<file path="config.mk">
export PLATFORM = sky130hd
export DESIGN_NAME = acq_trigger_ctrl
export DESIGN_NICKNAME = d
export VERILOG_FILES = /design/src/rtl/acq_trigger_ctrl.sv
export SDC_FILE = /design/constraint.sdc
export NUM_CORES = 1
export LEC_CHECK = 0
export BUFFER_PORTS_ARGS = -buffer_cell sky130_fd_sc_hd__clkbuf_2
export CORE_UTILIZATION = 40
export DETAILED_ROUTE_END_ITERATION = 6
export GPL_TIMING_DRIVEN = 0
export PLACE_DENSITY = 0.7
export SLEW_MARGIN = 5
export SYNTH_ARGS = -nofsm -noshare
export SYNTH_HDL_FRONTEND = slang
export SYNTH_SLANG_ARGS = --single-unit
export TNS_END_PERCENT = 30
</file>
<file path="constraint.sdc">
create_clock -name clock -period 6 [get_ports clock]
set_clock_uncertainty 0.05 [all_clocks]
set_input_delay 0.3 -clock clock [delete_from_list [all_inputs] [get_ports clock]]
set_output_delay 0.3 -clock clock [all_outputs]
set_load 0.05 [all_outputs]
</file>
<file path="src/rtl/acq_trigger_ctrl.sv">
// Scope acquisition sequencer: hysteresis trigger, pre/post record into a ring buffer.
// Optional `TRIG_COUNT_EN adds a saturating count of real triggers on trig_count.
module acq_trigger_ctrl #(
    parameter int DATA_W       = 12,
    parameter int DEPTH        = 640,
    parameter int ADDR_W       = 10,
    parameter int PRETRIG      = 160,
    parameter int HYST         = 8,
    parameter int AUTO_TIMEOUT = 4096
) (
    input  logic              clock,
    input  logic              reset,
    input  logic              sample_tick,
    input  logic [DATA_W-1:0] sample_data,
    input  logic [DATA_W-1:0] trig_level,
    input  logic              trig_slope,
    input  logic [1:0]        mode,
    input  logic              arm,
    input  logic              hold,
    input  logic              frame_done,
    output logic              wr_en,
    output logic [ADDR_W-1:0] wr_addr,
    output logic [DATA_W-1:0] wr_data,
    output logic [ADDR_W-1:0] trig_addr,
    output logic [2:0]        state,
    output logic              triggered,
    output logic              auto_fired
`ifdef TRIG_COUNT_EN
    ,
    output logic [15:0]       trig_count
`endif
);

    typedef enum logic [2:0] {
        S_IDLE    = 3'd0,
        S_PREFILL = 3'd1,
        S_ARMED   = 3'd2,
        S_POST    = 3'd3,
        S_DISPLAY = 3'd4
    } st_e;

    localparam int CNT_W = $clog2(AUTO_TIMEOUT + 1);
    localparam logic [ADDR_W-1:0] PTR_LAST  = ADDR_W'(DEPTH - 1);
    localparam logic [ADDR_W-1:0] PRE_LAST  = ADDR_W'(PRETRIG - 1);
    localparam logic [ADDR_W-1:0] POST_LAST = ADDR_W'(DEPTH - PRETRIG - 1);
    localparam logic [ADDR_W-1:0] PRE_OFS   = ADDR_W'(PRETRIG);
    localparam logic [ADDR_W-1:0] WRAP_OFS  = ADDR_W'(DEPTH - PRETRIG);
    localparam logic [CNT_W-1:0]  TO_LAST   = CNT_W'(AUTO_TIMEOUT - 1);
    localparam logic [DATA_W-1:0] HYST_D    = DATA_W'(HYST);

    st_e               st_q;
    st_e               st_d;
    logic [ADDR_W-1:0] ptr;
    logic [ADDR_W-1:0] cnt;
    logic [CNT_W-1:0]  auto_cnt;
    logic              hyst_flag;
    logic [1:0]        mode_q;

    logic [DATA_W:0]   hi_sum;
    logic [DATA_W-1:0] hi_thr;
    logic [DATA_W-1:0] lo_thr;
    logic              tick_arm;
    logic              flag_hit;
    logic              level_hit;
    logic              real_trig;
    logic              auto_trig;
    logic              fire;
    logic              do_write;
    logic              leave_wait;
    logic [ADDR_W-1:0] ptr_back;

    // Thresholds saturate at the ends of the sample range
    assign hi_sum = {1'b0, trig_level} + (DATA_W+1)'(HYST);
    assign hi_thr = hi_sum[DATA_W] ? '1 : hi_sum[DATA_W-1:0];
    assign lo_thr = (trig_level >= HYST_D) ? trig_level - HYST_D : '0;

    assign tick_arm  = sample_tick && (st_q == S_ARMED);
    assign flag_hit  = trig_slope ? (sample_data >= hi_thr)
                                  : (sample_data <= lo_thr);
    assign level_hit = trig_slope ? (sample_data <= trig_level)
                                  : (sample_data >= trig_level);
    assign real_trig = tick_arm && hyst_flag && level_hit;
    assign auto_trig = tick_arm && (mode_q == 2'b00) && (auto_cnt == TO_LAST);
    assign fire      = real_trig || auto_trig;
    assign do_write  = sample_tick && ((st_q == S_PREFILL) ||
                                       (st_q == S_ARMED) ||
                                       (st_q == S_POST));
    assign leave_wait = ((st_q == S_IDLE) || (st_q == S_DISPLAY)) &&
                        (st_d == S_PREFILL);
    assign ptr_back = (ptr >= PRE_OFS) ? ptr - PRE_OFS : ptr + WRAP_OFS;

    assign state     = st_q;
    assign triggered = (st_q == S_POST) || (st_q == S_DISPLAY);

    always_ff @(posedge clock or negedge reset) begin
        if (!reset) begin
            st_q <= S_IDLE;
        end else begin
            st_q <= st_d;
        end
    end

    always_comb begin
        st_d = st_q;
        unique case (st_q)
            S_IDLE: begin
                if (mode != 2'b10 || arm) begin
                    st_d = S_PREFILL;
                end
            end
            S_PREFILL: begin
                if (sample_tick && cnt == PRE_LAST) begin
                    st_d = S_ARMED;
                end
            end
            S_ARMED: begin
                if (fire) begin
                    st_d = S_POST;
                end
            end
            S_POST: begin
                if (sample_tick && cnt == POST_LAST) begin
                    st_d = S_DISPLAY;
                end
            end
            S_DISPLAY: begin
                if (frame_done && !hold) begin
                    st_d = (mode == 2'b10) ? S_IDLE : S_PREFILL;
                end
            end
            default: st_d = S_IDLE;
        endcase
    end

    always_ff @(posedge clock or negedge reset) begin
        if (!reset) begin
            wr_en   <= 1'b0;
            wr_addr <= '0;
            wr_data <= '0;
            ptr     <= '0;
        end else begin
            wr_en <= do_write;
            if (do_write) begin
                wr_addr <= ptr;
                wr_data <= sample_data;
                ptr     <= (ptr == PTR_LAST) ? '0 : ptr + 1'b1;
            end
        end
    end

    // cnt tracks writes within PREFILL, then within POST (trigger counts as 1)
    always_ff @(posedge clock or negedge reset) begin
        if (!reset) begin
            cnt       <= '0;
            auto_cnt  <= '0;
            hyst_flag <= 1'b0;
            mode_q    <= 2'b00;
        end else begin
            if (leave_wait) begin
                mode_q <= mode;
            end
            if (sample_tick && st_q == S_PREFILL) begin
                cnt <= (cnt == PRE_LAST) ? '0 : cnt + 1'b1;
            end else if (fire) begin
                cnt <= ADDR_W'(1);
            end else if (sample_tick && st_q == S_POST) begin
                cnt <= (cnt == POST_LAST) ? '0 : cnt + 1'b1;
            end
            if (st_q != S_ARMED || fire) begin
                auto_cnt <= '0;
            end else if (tick_arm && mode_q == 2'b00) begin
                auto_cnt <= auto_cnt + 1'b1;
            end
            if (fire) begin
                hyst_flag <= 1'b0;
            end else if (tick_arm && flag_hit) begin
                hyst_flag <= 1'b1;
            end
        end
    end

    always_ff @(posedge clock or negedge reset) begin
        if (!reset) begin
            trig_addr  <= '0;
            auto_fired <= 1'b0;
        end else if (fire) begin
            trig_addr  <= ptr_back;
            auto_fired <= auto_trig && !real_trig;
        end
    end

`ifdef TRIG_COUNT_EN
    always_ff @(posedge clock or negedge reset) begin
        if (!reset) begin
            trig_count <= '0;
        end else if (real_trig && trig_count != 16'hFFFF) begin
            trig_count <= trig_count + 16'd1;
        end
    end
`endif

endmodule
</file>
# --- Word-level counts from Yosys, hierarchy flattened ---
# Index checks and enable logic that the tools add are counted.
word_totals:
  elab_cells: 86
  ff_bits: 73
  input_bits: 33
op_classes:
  n_mux: 22
  n_addsub: 7
  reduce_logical: 28
  order_cmp: 6
  n_eq_ne: 12
ops:
  columns: ["cell", "n"]
  rows:
  - ["$mux 10", 7]
  - ["$mux 13", 2]
  - ["$ge 12x12->1", 2]
  - ["$le 12x12->1", 2]
  - ["$mux 12", 2]
  - ["$add 10x1->10 const B", 2]
  - ["$mux 3", 5]
  - ["$pmux 3 s5", 1]
  - ["$logic_and 1x1->1", 14]
  - ["$add 12x4->13 const B", 1]
  - ["$add 13x1->13 const B", 1]
  - ["$eq 13x12->1 const B", 1]
  - ["$ge 12x4->1 const B", 1]
  - ["$sub 12x4->12 const B", 1]
  - ["$add 10x9->10 const B", 1]
  - ["$eq 10x10->1 const B", 1]
  - ["$eq 10x8->1 const B", 1]
  - ["$eq 10x9->1 const B", 1]
  - ["$ge 10x8->1 const B", 1]
  - ["$sub 10x8->10 const B", 1]
  - ["$logic_or 1x1->1", 7]
  - ["$eq 3x1->1 const B", 2]
  - ["$eq 3x2->1 const B", 2]
  - ["$mux 1", 5]
  - ["9 further kinds", 11]

# --- Longest topological paths before layout ---
# Gate-level depths: netlist of the first run.
depth:
  word_depth: 9
  ltp_mapped: 15
  depth_no_buf: 14

# --- Worst setup path after synthesis of the first run ---
# OpenSTA, ideal clock, no wires.
synth_timing:
  path_kind: "input-to-reg"
  start: "input trig_level[5]"
  end: "register hyst_flag"
  path_slack_ns: 2.881
  arrival_ns: 2.933
  path_buffers: 1
  stages: 15
  path_cell_list: "clkbuf_1 -> inv_1 -> nor3_1 -> nand3_1 -> nor3_1 -> or2_2 -> ha_1 -> nand2b_1 -> a21oi_1 -> nor2b_1 -> o21ai_0 -> a21oi_1 -> o211ai_1 -> a21o_1 -> a31oi_1"
synth_via:
  elab_chain_len: 6
synth_lines:
  columns: ["item", "line", "source"]
  rows:
  - ["from (decl)", "15", "input logic [DATA_W-1:0] trig_level,"]
  - ["$sub 12x4->12 (tied with other cells)", "75", "assign lo_thr = (trig_level >= HYST_D) ? trig_level - HYST_D : '0;"]
  - ["$mux 12, on equally long branches", "75, 74", null]
  - ["$le 12x12->1 or $ge 12x12->1 (tied branches)", "79, 78", null]
  - ["$mux 1", "78", "assign flag_hit = trig_slope ? (sample_data >= hi_thr)"]
  - ["$logic_and 1x1->1", "176", "end else if (tick_arm && flag_hit) begin"]
  - ["$reduce_bool 2->1 (no source line)", null, null]
  - ["to (signal assigned)", "156", "hyst_flag <= 1'b0;"]
  - ["to (signal assigned)", "175", "hyst_flag <= 1'b0;"]
  - ["to (signal assigned)", "177", "hyst_flag <= 1'b1;"]
  - ["to (decl)", "56", "logic hyst_flag;"]
# Several ways; a longest one is shown, not always the timed one.
# A chain may end at the register's enable or synchronous reset.

# --- Final worst setup path of the first run ---
# Ends and elaborated chain as after synthesis.

==> results.sh, run 1 <==
export IMPL_worstSetupStartpointType="input pin"
export IMPL_fin_crit_ns=3.45
export IMPL_max_slew_margin=0.400
export IMPL_start_util=0.418
export IMPL_gr_max_usage_layer="met2"
export IMPL_synth_area_leaders="dfrtp_1 (39%), ha_1 (12%), mux2_2 (5.8%)"
export IMPL_critPathArrivalTime_ns=3.60
export IMPL_cts_tree="built"
export IMPL_use_met3=0.0445
export IMPL_wl_per_cell_um=14.5
export IMPL_p_per_area_nw_per_um2=297
export IMPL_diodes=0
export IMPL_nNetsFinal=644
export IMPL_grt_first_pass_wirelength_mm=17.3
export IMPL_overflow=0
export IMPL_drive_gt1_frac=0.222
export IMPL_yosysWarnings=0
export IMPL_grt_antenna_before_repair=0
export IMPL_worst_path_max_fanout=8
export IMPL_rows=38
export IMPL_drc=0
export IMPL_grt_pass1_vias=3575
export IMPL_setup_viol=0
export IMPL_portBuffers=66
export IMPL_finalCritPeriodShare=0.575
export IMPL_clock_sinks=73
export IMPL_synth_seq_cells=73
export IMPL_critPathTopFamily="simple AND/OR/NAND/NOR gates"
export IMPL_totalWireLength_mm=10.3
export IMPL_fill_cells=1026
export IMPL_drv_cap=0
export IMPL_path_class="input pin to register"
export IMPL_r2r_end="cnt[7]$_DFFE_PN0P_"
export IMPL_rsz0062_at_grt="no"
export IMPL_async_reset_ff_frac=1.00
export IMPL_ys_types=50
export IMPL_numCtsBuffers=9
export IMPL_root_buffer="clkbuf_16"
export IMPL_postPlaceCellArea_um2=5170
export IMPL_drt_iter0_drc=183
export IMPL_core_area_um2=11100
export IMPL_grt_usage=0.188
export IMPL_synth_flop_cell="dfrtp_1"
export IMPL_design_area_um2=5500
export IMPL_num_io_pins=71
export IMPL_synth_nets=565
export IMPL_multi_input_comb_area_um2=2630
export IMPL_final_setup_tns_ns=0
export IMPL_ys_seq_area_frac=0.394
export IMPL_htreeDepth=3
export IMPL_critPathSlowestCell="nor3_1"
export IMPL_crit_chain="clkbuf_1 > inv_1 > nor3_1 > nand3_1 > nor3_1 > or2_2 > ha_1 > nand2b_1 > a21oi_1 > nor2b_1 > o21ai_0 > a21oi_1 > o211ai_1 > a21o_1 > a31oi_1"
export IMPL_grt_start_max_net_pins=55
export IMPL_p_leak_nw=2.61
export IMPL_max_freq_mhz=290
export IMPL_worstMarginPinSlew_ns=0.894
export IMPL_synth_top_cell_by_area="dfrtp_1"
export IMPL_synth_area_per_cell_um2=9.50
export IMPL_clkLatencyLatePin_ns=0.33
export IMPL_outcome="finished clean"
export IMPL_whs_ns=0.173
export IMPL_cp_depth=15
export IMPL_rrSetupSlack_ns=3.32
export IMPL_post_cts_resized=0
export IMPL_synthCells=488
export IMPL_gp_congestion=0.853
export IMPL_dr_total_vias=3791
export IMPL_crit_buf_inv=2
export IMPL_synth_edf_count=0
export IMPL_use_met1=0.250
export IMPL_clkTransAtPathRegs_ns=0.06
export IMPL_die_area_um2=12000
export IMPL_dp_hpwl_mm=7.94
export IMPL_avgViaCountPerCell=5.32
export IMPL_end_kind="register"
export IMPL_cts_buffer_depth=2
export IMPL_critPathRequiredTime_ns=6.15
export IMPL_rr_worst_depth=9
export IMPL_drv_slew=0
export IMPL_final_antenna_net_count=0
export IMPL_hold_viol_final=0
export IMPL_cp_endpoint="hyst_flag$_DFFE_PN0P_"
export IMPL_crit_path_max_incr_delay_ns=0.74
export IMPL_startpoint="trig_level[5]"
export IMPL_die_height_um=110
export IMPL_ir_drop_mv=0.296
export IMPL_dr_pass1_iters=4
export IMPL_hp_class="input pin to register"
export IMPL_r2r_start="state[0]$_DFF_PN0_"
export IMPL_grt_met2_usage=0.305
export IMPL_syn_area_um2=4640
export IMPL_die_w_um=110
export IMPL_synth_top_area_frac=0.394
export IMPL_regArea_um2=1830
export IMPL_areaGrowthSynthToFinish_pct=18.7
-- synthesized netlist by cell type, types with 11 or more instances --
| cell type | count |
|---|---|
| ha_1 | 44 |
| o21ai_0 | 24 |
| nor2_1 | 45 |
| dfrtp_1 | 73 |
| xnor2_1 | 18 |
| nand2_1 | 46 |
| inv_1 | 22 |
| a21oi_1 | 22 |
| xor2_1 | 11 |
| nor3_1 | 14 |
| nand4_1 | 14 |
| and3_1 | 14 |
| mux2_2 | 24 |
| nand3_1 | 17 |
-- power breakdown --
group	internal, mW	switching, mW
clock	0.365	0.204
combinational	0.151	0.281
sequential	0.566	0.0698
-- worst reg2reg max path, cell delays in order (launching register included) --
cell,delay (ns)
dfrtp_1,0.39
buf_2,0.17
nand4bb_4,0.23
nor3_4,0.31
nand2_2,0.13
nor4_2,0.40
a211oi_1,0.11
a22oi_2,0.37
o21ai_0,0.16
a22o_1,0.25
-- layer usage --
layer	part of all wire	vias to the layer above
met3	0.050	15
met4	0.018	0
met5	0	-
met1	0.47	1803
li1	-	1878
met2	0.46	95
-- sequential cells by signal, summed over array words and instances (netlist names), 2 cells and up --
| register | flops |
|---|---|
| wr_addr | 10 |
| cnt | 10 |
| trig_addr | 10 |
| auto_cnt | 13 |
| wr_data | 12 |
| ptr | 10 |
| state | 3 |
| mode_q | 2 |
-- placed cells by master (no fill, tap or decap), types with 4 or more instances in the layout --
| master | n |
|---|---|
| a21o_1 | 6 |
| a21oi_1 | 22 |
| a22o_1 | 6 |
| and3_1 | 14 |
| buf_6 | 4 |
| clkbuf_1 | 11 |
| clkbuf_16 | 9 |
| clkbuf_2 | 65 |
| dfrtp_1 | 73 |
| ha_1 | 44 |
| inv_1 | 22 |
| mux2_2 | 24 |
| mux2i_1 | 5 |
| nand2_1 | 46 |
| nand2b_1 | 6 |
| nand3_1 | 17 |
| nand4_1 | 14 |
| nor2_1 | 45 |
| nor2b_1 | 10 |
| nor3_1 | 14 |
| o21a_1 | 5 |
| o21ai_0 | 24 |
| o21ai_2 | 4 |
| xnor2_1 | 18 |
| xor2_1 | 11 |
-- area by class of cell --
class	count	share of cell area
Sequential cell	73	0.332
Buffer	17	0.0175
Multi-Input combinational cell	376	0.478
Tap cell	140	0.0318
Timing Repair Buffer	68	0.0673
Clock inverter	6	0.0164
Clock buffer	10	0.0416
Inverter	22	0.0150
-- logic make-up (layout without fill, tap and decap cells) --
family / count (synthesis) / in the layout / share of synthesized area
fa+ha+maj: 44 / 44 / 0.119
mux: 29 / 29 / 0.0691
flops: 73 / 73 / 0.394
buf+inv: 39 / 123 / 0.0386
compound gates: 84 / 84 / 0.114
simple gates: 190 / 190 / 0.210
xor+xnor: 29 / 29 / 0.0548
-- worst min-delay path by stage --
stage,end,cells past startpoint,slack (ns),from
floorplan,auto_cnt[0]$_DFFE_PN0P_,0,-0.05,reset
global placement,trig_addr[2]$_DFFE_PN0N_,2,0.40,trig_addr[2]$_DFFE_PN0N_
detailed placement,trig_addr[2]$_DFFE_PN0N_,1,0.18,reset
CTS,mode_q[0]$_DFFE_PN0P_,2,0.16,mode[0]
global route,mode_q[0]$_DFFE_PN0P_,2,0.17,mode[0]
finish,mode_q[0]$_DFFE_PN0P_,2,0.17,mode[0]
-- metrics by stage --
stage / power (mW) / worst slack, ns / util / instances
2_1_floorplan: 0.948 / 2.88 / - / 488
3_3_place_gp: 1.05 / 2.25 / 0.464 / 694
3_5_place_dp: 1.07 / 2.17 / 0.467 / 695
4_1_cts: 1.65 / 2.54 / 0.496 / 712
5_1_grt: 1.72 / 2.08 / 0.496 / 712
6_report: 1.64 / 2.55 / 0.496 / 712
-- repair_timing --
item	CTS	global route
hold endpoints to repair	19	0
hold buffers	1	0
buffers inserted	0	0
No activity file was read; power rests on OpenSTA's default activity.
==> run 2: changes to the inputs <==
--- a/config.mk
+++ b/config.mk
@@ -5,11 +5,12 @@
 export SDC_FILE = /design/constraint.sdc
 export NUM_CORES = 1
 export LEC_CHECK = 0
+export ABC_AREA = 1
 export BUFFER_PORTS_ARGS = -buffer_cell sky130_fd_sc_hd__clkbuf_2
 export CORE_UTILIZATION = 40
 export DETAILED_ROUTE_END_ITERATION = 6
 export GPL_TIMING_DRIVEN = 0
-export PLACE_DENSITY = 0.7
+export PLACE_DENSITY = 0.69
 export SLEW_MARGIN = 5
 export SYNTH_ARGS = -nofsm -noshare
 export SYNTH_HDL_FRONTEND = slang
==> constraint.sdc (replaced) <==
create_clock -name clock -period 3.26 [get_ports clock]
set_clock_uncertainty 0.05 [all_clocks]
set_input_delay 0.163 -clock clock [delete_from_list [all_inputs] [get_ports clock]]
set_output_delay 0.163 -clock clock [all_outputs]
set_load 0.05 [all_outputs]
==> run 2 against run 1 <==
Effect of this change:
- clock power grew 69%
- cell count rose by 30%
- utilization decreased by 0.98 points
- via count increased by 21%
- setup slack got worse by 1.9 ns
- die area up 8.4%
- power is 130% higher
- flip-flop and latch count is the same
- area after synthesis is 8.6% higher
- routed wire length rose by 13%
- hold slack got worse by 0.15 ns
- non-clock buffer count shrank 3
- critical path type unchanged
- critical endpoint unchanged
- largest power group is now combinational cells
==> results.sh, run 2 <==
export IMPL_areaGrowthSynthToFinish_pct=17.6
export IMPL_drc=0
export IMPL_crit_buf_inv=3
export IMPL_diodes=0
export IMPL_grt_pass1_vias=4157
export IMPL_worstMarginPinSlew_ns=0.733
export IMPL_core_area_um2=12200
export IMPL_final_setup_tns_ns=0
export IMPL_regArea_um2=1830
export IMPL_cts_buffer_depth=2
export IMPL_dr_total_vias=4579
export IMPL_top_register="auto_cnt"
export IMPL_die_height_um=114
export IMPL_overflow=0
export IMPL_max_slew_margin=0.507
export IMPL_multi_input_comb_area_um2=2750
export IMPL_wl_per_cell_um=12.6
export IMPL_synth_nets=749
export IMPL_pwr_share_clk=0.256
export IMPL_clock_sinks=73
export IMPL_ys_types=39
export IMPL_ir_drop_mv=0.249
export IMPL_crit_top_cell="nor2_1"
export IMPL_netlist_top_cells_count="nand2_1 (179), inv_1 (98), dfrtp_1 (73), nor2_1 (58), ha_1 (44)"
export IMPL_synth_flop_cell="dfrtp_1"
export IMPL_portBuffers=70
export IMPL_largest_reg_flops=13
export IMPL_nNetsFinal=832
export IMPL_power_switching_mw=1.63
export IMPL_cts_tree="built"
export IMPL_p_int_mw=2.14
export IMPL_synth_area_per_cell_um2=7.49
export IMPL_avgViaCountPerCell=4.94
export IMPL_dp_hpwl_mm=8.93
export IMPL_syn_area_um2=5030
export IMPL_synth_most_common_cell="nand2_1"
export IMPL_grt_first_pass_wirelength_mm=19.6
export IMPL_rows=40
export IMPL_synth_seq_cells=73
export IMPL_grt_start_max_net_pins=47
export IMPL_die_area_um2=13000
export IMPL_yosysWarnings=0
export IMPL_die_w_um=114
export IMPL_synth_top_cell_by_area="dfrtp_1"
export IMPL_p_per_area_nw_per_um2=636
export IMPL_p_leak_nw=3.08
export IMPL_grt_antenna_before_repair=0
export IMPL_numCtsBuffers=9
export IMPL_final_antenna_net_count=0
export IMPL_synth_edf_count=0
export IMPL_layout_common_cells="nand2_1 (179), inv_1 (98), dfrtp_1 (73)"
export IMPL_grt_usage=0.189
export IMPL_max_freq_mhz=383
export IMPL_critPathSlowestCell="nor4_1"
export IMPL_rsz0062_at_grt="no"
export IMPL_finalCritPeriodShare=0.800
export IMPL_fill_cells=1249
export IMPL_critPathRequiredTime_ns=3.43
export IMPL_path_class="input pin to register"
export IMPL_root_buffer="clkbuf_16"
export IMPL_critPathTopFamily="simple AND/OR/NAND/NOR gates"
export IMPL_p_comb_frac=0.391
export IMPL_setup_viol=0
export IMPL_critPathArrivalTime_ns=2.78
export IMPL_p_seq_frac=0.353
export IMPL_worst_path_max_fanout=8
export IMPL_clkTransAtPathRegs_ns=0.05
export IMPL_drt_iter0_drc=287
export IMPL_drive_gt1_frac=0.162
export IMPL_dr_pass1_iters=5
export IMPL_htreeDepth=3
export IMPL_hp_class="input pin to register"
export IMPL_end_kind="register"
export IMPL_fin_crit_ns=2.61
export IMPL_synthCells=672
export IMPL_totalWireLength_mm=11.7
export IMPL_outcome="finished clean"
export IMPL_worstSetupStartpointType="input pin"
export IMPL_final_common_cell="nand2_1"
export IMPL_async_reset_ff_frac=1.00
export IMPL_crit_path_max_incr_delay_ns=0.55
export IMPL_crit_chain="clkbuf_2 > inv_1 > nor4_1 > nand3_1 > inv_1 > a21oi_1 > ha_1 > a21oi_1 > nor2_1 > a211oi_1 > nand3b_1 > nor3_1 > nor2_1 > nor2_1 > nor2_1"
export IMPL_ys_seq_area_frac=0.363
export IMPL_clkLatencyLatePin_ns=0.34
export IMPL_synth_top_area_frac=0.363
export IMPL_switching_share=0.433
export IMPL_num_io_pins=71
export IMPL_gp_congestion=0.911
export IMPL_drv_slew=0
export IMPL_hold_viol_final=0
export IMPL_synth_area_leaders="dfrtp_1 (36%), nand2_1 (13%), ha_1 (11%)"
export IMPL_fin_util=0.487
export IMPL_start_util=0.414
export IMPL_reg_top3="auto_cnt: 13 flops, wr_data: 12 flops"
export IMPL_drv_cap=0
[run 2: changes by cell type after synthesis, sizes merged, moves of 10 or more]
cell,before,now
nor2,45,60
nor2b,10,0
nand3,17,34
inv,22,104
mux2,24,0
nand2,50,180
xnor2,18,3
nor3,15,33
and3,14,2
[run 2: worst register-to-register path, delay by kind of cell, from the launching register on]
family                     cells  cell delay [ns]
and+or+nand+nor                8             1.09
adders and majority gates      1             0.23
buffers and inverters          2             0.30
DFF                            1             0.40
[run 2: cell families (layout without fill, tap and decap cells)]
family | count (synthesis) | count (layout) | synth area share
adder cells (fa/ha/maj) | 44 | 44 | 0.109
buffers and inverters | 114 | 201 | 0.0912
AO/OA/AOI/OAI | 75 | 75 | 0.0843
XOR/XNOR | 20 | 20 | 0.0348
flip-flops | 73 | 73 | 0.363
AND/OR/NAND/NOR | 346 | 346 | 0.317
[run 2: worst paths after layout]
kind                                         start                     end  cells after the start  slack [ns]
min                                        mode[0]   mode_q[0]$_DFFE_PN0P_                      3        0.02
max reg2reg                auto_cnt[0]$_DFFE_PN0P_      cnt[2]$_DFFE_PN0P_                     11        1.09
min in group asynchronous                    reset  wr_addr[7]$_DFFE_PN0P_                      2        0.29
max                                  trig_level[5]   hyst_flag$_DFFE_PN0P_                     15        0.65
min reg2reg                 wr_data[7]$_DFFE_PN0P_  wr_data[7]$_DFFE_PN0P_                      2        0.42
max in group asynchronous                    reset      cnt[0]$_DFFE_PN0P_                      3        2.31
[run 2: power groups by stage]
stage | clock [mW] | sequential, mW | combinational [mW]
global route | 1.02 | 1.36 | 1.64
finish | 0.963 | 1.33 | 1.47
CTS | 0.979 | 1.33 | 1.49
detailed placement | 0 | 1.34 | 1.48
floorplan | 0 | 1.76 | 0.665
global placement | 0 | 1.34 | 1.45
[run 2: per-stage QoR]
stage	hold slack, ns	instances	setup slack, ns	cell area, um2	total power, mW
3_5_place_dp	0.0962	911	0.271	5620	2.83
2_1_floorplan	-0.183	672	0.971	5030	2.43
4_1_cts	0.0119	927	0.622	5920	3.80
6_report	0.0249	927	0.651	5920	3.77
3_3_place_gp	0.357	910	0.337	5590	2.80
5_1_grt	0.0703	927	0.323	5920	4.02
[run 2: area by class of cell]
cell class	instances	share of cell area
plain buffers	10	0.0116
flip-flops and latches	73	0.309
multi-input cells	485	0.464
clock buffers	10	0.0387
well taps	168	0.0355
repair buffers	72	0.0659
inverters	104	0.0659
clock inverters	5	0.00972
[run 2: repair_timing]
| action | CTS | global route |
|---|---|---|
| resized for setup | 0 | 0 |
| endpoints found under the hold margin | 27 | 0 |
| setup buffers | 0 | 0 |
| hold buffers | 1 | 0 |
[run 2: routing by layer]
metal,wire [um],vias to the layer above,share of wire,track usage
met2,5270,125,0.45,0.304
met3,559,13,0.048,0.0307
met1,5700,2095,0.49,0.263
met5,0,-,0,0
li1,-,2346,-,-
met4,132,0,0.011,0.0494
==> run 3: changes to the inputs <==
==> constraint.sdc (replaced) <==
create_clock -name clock -period 2.6 [get_ports clock]
set_clock_uncertainty 0.05 [all_clocks]
set_input_delay 0.13 -clock clock [delete_from_list [all_inputs] [get_ports clock]]
set_output_delay 0.13 -clock clock [all_outputs]
set_load 0.05 [all_outputs]
==> run 3 against run 2 <==
Effect of this change:
- via count grew 0.26%
- setup slack got worse by 0.44 ns
- register-to-register slack worse by 0.67 ns
- design area rose by 0.61%
- largest power group unchanged
==> results.sh, run 3 (synthesis gave the netlist of run 2 again) <==
export IMPL_p_per_area_nw_per_um2=793
export IMPL_crit_path_max_incr_delay_ns=0.54
export IMPL_fin_ws_ns=0.214
export IMPL_finalCritPeriodShare=0.918
export IMPL_ir_drop_mv=0.312
export IMPL_htreeDepth=3
export IMPL_worst_path_max_fanout=8
export IMPL_dp_hpwl_mm=8.93
export IMPL_crit_chain="clkbuf_2 > inv_1 > nor4_1 > nand3_2 > inv_1 > a21oi_1 > ha_1 > a21oi_1 > nor2_1 > a211oi_1 > nand3b_1 > nor3_1 > nor2_1 > nor2_1 > nor2_1"
export IMPL_fin_cells=928
export IMPL_place_ws_ns=-0.356
export IMPL_crit_top_cell="nor2_1"
export IMPL_setup_viol=0
export IMPL_die_area_um2=13000
export IMPL_overflow=0
export IMPL_path_class="input pin to register"
export IMPL_num_io_pins=71
export IMPL_areaGrowthSynthToFinish_pct=18.3
export IMPL_nNetsFinal=833
export IMPL_hp_class="input pin to register"
export IMPL_clock_sinks=73
export IMPL_grt_usage=0.189
export IMPL_critPathRequiredTime_ns=2.77
export IMPL_worstSetupStartpointType="input pin"
export IMPL_layout_common_cells="nand2_1 (179), inv_1 (97), dfrtp_1 (73)"
export IMPL_critPathTopFamily="simple AND/OR/NAND/NOR gates"
export IMPL_numCtsBuffers=9
export IMPL_max_freq_mhz=419
export IMPL_grt_start_max_net_pins=47
export IMPL_rows=40
export IMPL_drive_gt1_frac=0.171
export IMPL_startpoint="trig_level[10]"
export IMPL_cts_buffer_depth=2
export IMPL_diodes=0
export IMPL_p_int_mw=2.68
export IMPL_dp_cells=911
export IMPL_cp_depth=15
export IMPL_pwr_share_clk=0.256
export IMPL_p_leak_nw=3.08
export IMPL_end_kind="register"
export IMPL_cp_endpoint="hyst_flag$_DFFE_PN0P_"
export IMPL_final_common_cell="nand2_1"
export IMPL_grt_pass1_vias=4171
export IMPL_avgViaCountPerCell=4.95
export IMPL_critPathArrivalTime_ns=2.56
export IMPL_dr_pass1_iters=5
export IMPL_max_slew_margin=0.508
export IMPL_rrSetupSlack_ns=0.42
export IMPL_fin_util=0.490
export IMPL_power_mw=4.72
export IMPL_top_register="auto_cnt"
export IMPL_die_height_um=114
export IMPL_cts_tree="built"
export IMPL_outcome="finished clean"
export IMPL_grt_antenna_before_repair=0
export IMPL_crit_buf_inv=3
export IMPL_root_buffer="clkbuf_16"
export IMPL_start_util=0.414
export IMPL_worstMarginPinSlew_ns=0.733
export IMPL_r2r_start="auto_cnt[0]$_DFFE_PN0P_"
export IMPL_drt_iter0_drc=316
export IMPL_critPathSlowestCell="nor4_1"
export IMPL_final_antenna_net_count=0
export IMPL_totalWireLength_mm=11.7
export IMPL_switching_share=0.433
export IMPL_power_switching_mw=2.05
export IMPL_die_w_um=114
export IMPL_drv_slew=0
export IMPL_grt_first_pass_wirelength_mm=19.7
export IMPL_p_seq_frac=0.353
export IMPL_gp_congestion=0.911
export IMPL_portBuffers=70
export IMPL_r2r_end="cnt[2]$_DFFE_PN0P_"
export IMPL_largest_reg_flops=13
export IMPL_wl_per_cell_um=12.6
export IMPL_core_area_um2=12200
export IMPL_fill_cells=1245
export IMPL_clkTransAtPathRegs_ns=0.05
export IMPL_min_delay_start="mode[1]"
export IMPL_clkLatencyLatePin_ns=0.34
export IMPL_dr_total_vias=4591
export IMPL_p_comb_frac=0.392
export IMPL_reg_top3="auto_cnt: 13 flops, wr_data: 12 flops"
export IMPL_fin_crit_ns=2.39
export IMPL_drv_cap=0
export IMPL_hold_viol_final=0
export IMPL_drc=0
export IMPL_rr_worst_depth=11
-- run 3: metal layers --
metal  global-route usage  share of wire  vias to the layer above
li1                     -              -                     2352
met1                0.263           0.49                     2106
met2                0.306           0.45                      120
met3               0.0307          0.043                       13
met4               0.0494          0.011                        0
met5                    0              0                        -
-- run 3: area by class of cell --
class | instances | area (um2) | area share
inverters | 104 | 390 | 0.0655
clock buffers | 10 | 229 | 0.0384
clock inverters | 5 | 57.6 | 0.00966
flip-flops and latches | 73 | 1830 | 0.307
repair buffers | 73 | 400 | 0.0672
well taps | 168 | 210 | 0.0353
multi-input cells | 485 | 2770 | 0.466
plain buffers | 10 | 68.8 | 0.0116
-- run 3: per-stage QoR --
| stage | setup TNS, ns | hold WS, ns | area (um2) |
|---|---|---|---|
| 2_1_floorplan | 0 | -0.216 | 5030 |
| 3_3_place_gp | -0.290 | 0.324 | 5590 |
| 3_5_place_dp | -0.356 | 0.0632 | 5620 |
| 4_1_cts | 0 | 0.00192 | 5940 |
| 5_1_grt | -0.00231 | 0.0373 | 5960 |
| 6_report | 0 | 0.00492 | 5960 |
-- run 3: what timing repair did --
item	4_1_cts	5_1_grt
resized for setup	1	6
setup endpoints to repair	1	1
pin swaps	0	0
hold buffers	2	0
setup buffers	0	0
hold endpoints to repair	28	0
-- run 3: power groups by stage --
stage          registers, mW  logic (mW)  clock network (mW)
3_3_place_gp            1.68        1.82                   0
6_report                1.67        1.85                1.21
4_1_cts                 1.67        1.87                1.23
3_5_place_dp            1.68        1.86                   0
2_1_floorplan           2.21       0.833                   0
5_1_grt                 1.71        2.06                1.28
-- run 3: how the worst min path moves through the flow --
stage | slack (ns) | endpoint | depth (start not counted)
detailed placement | 0.06 | wr_addr[8]$_DFFE_PN0P_ | 1
global route | 0.04 | mode_q[1]$_DFFE_PN0P_ | 3
CTS | 0.002 | mode_q[1]$_DFFE_PN0P_ | 3
finish | 0.005 | mode_q[1]$_DFFE_PN0P_ | 3
floorplan | -0.22 | auto_cnt[0]$_DFFE_PN0P_ | 0
global placement | 0.32 | mode_q[0]$_DFFE_PN0P_ | 3
-- run 3: tightest hold or removal path, cell delays in order --
cell      delay, ns
clkbuf_2       0.09
nand2_1        0.06
o21ai_0        0.07
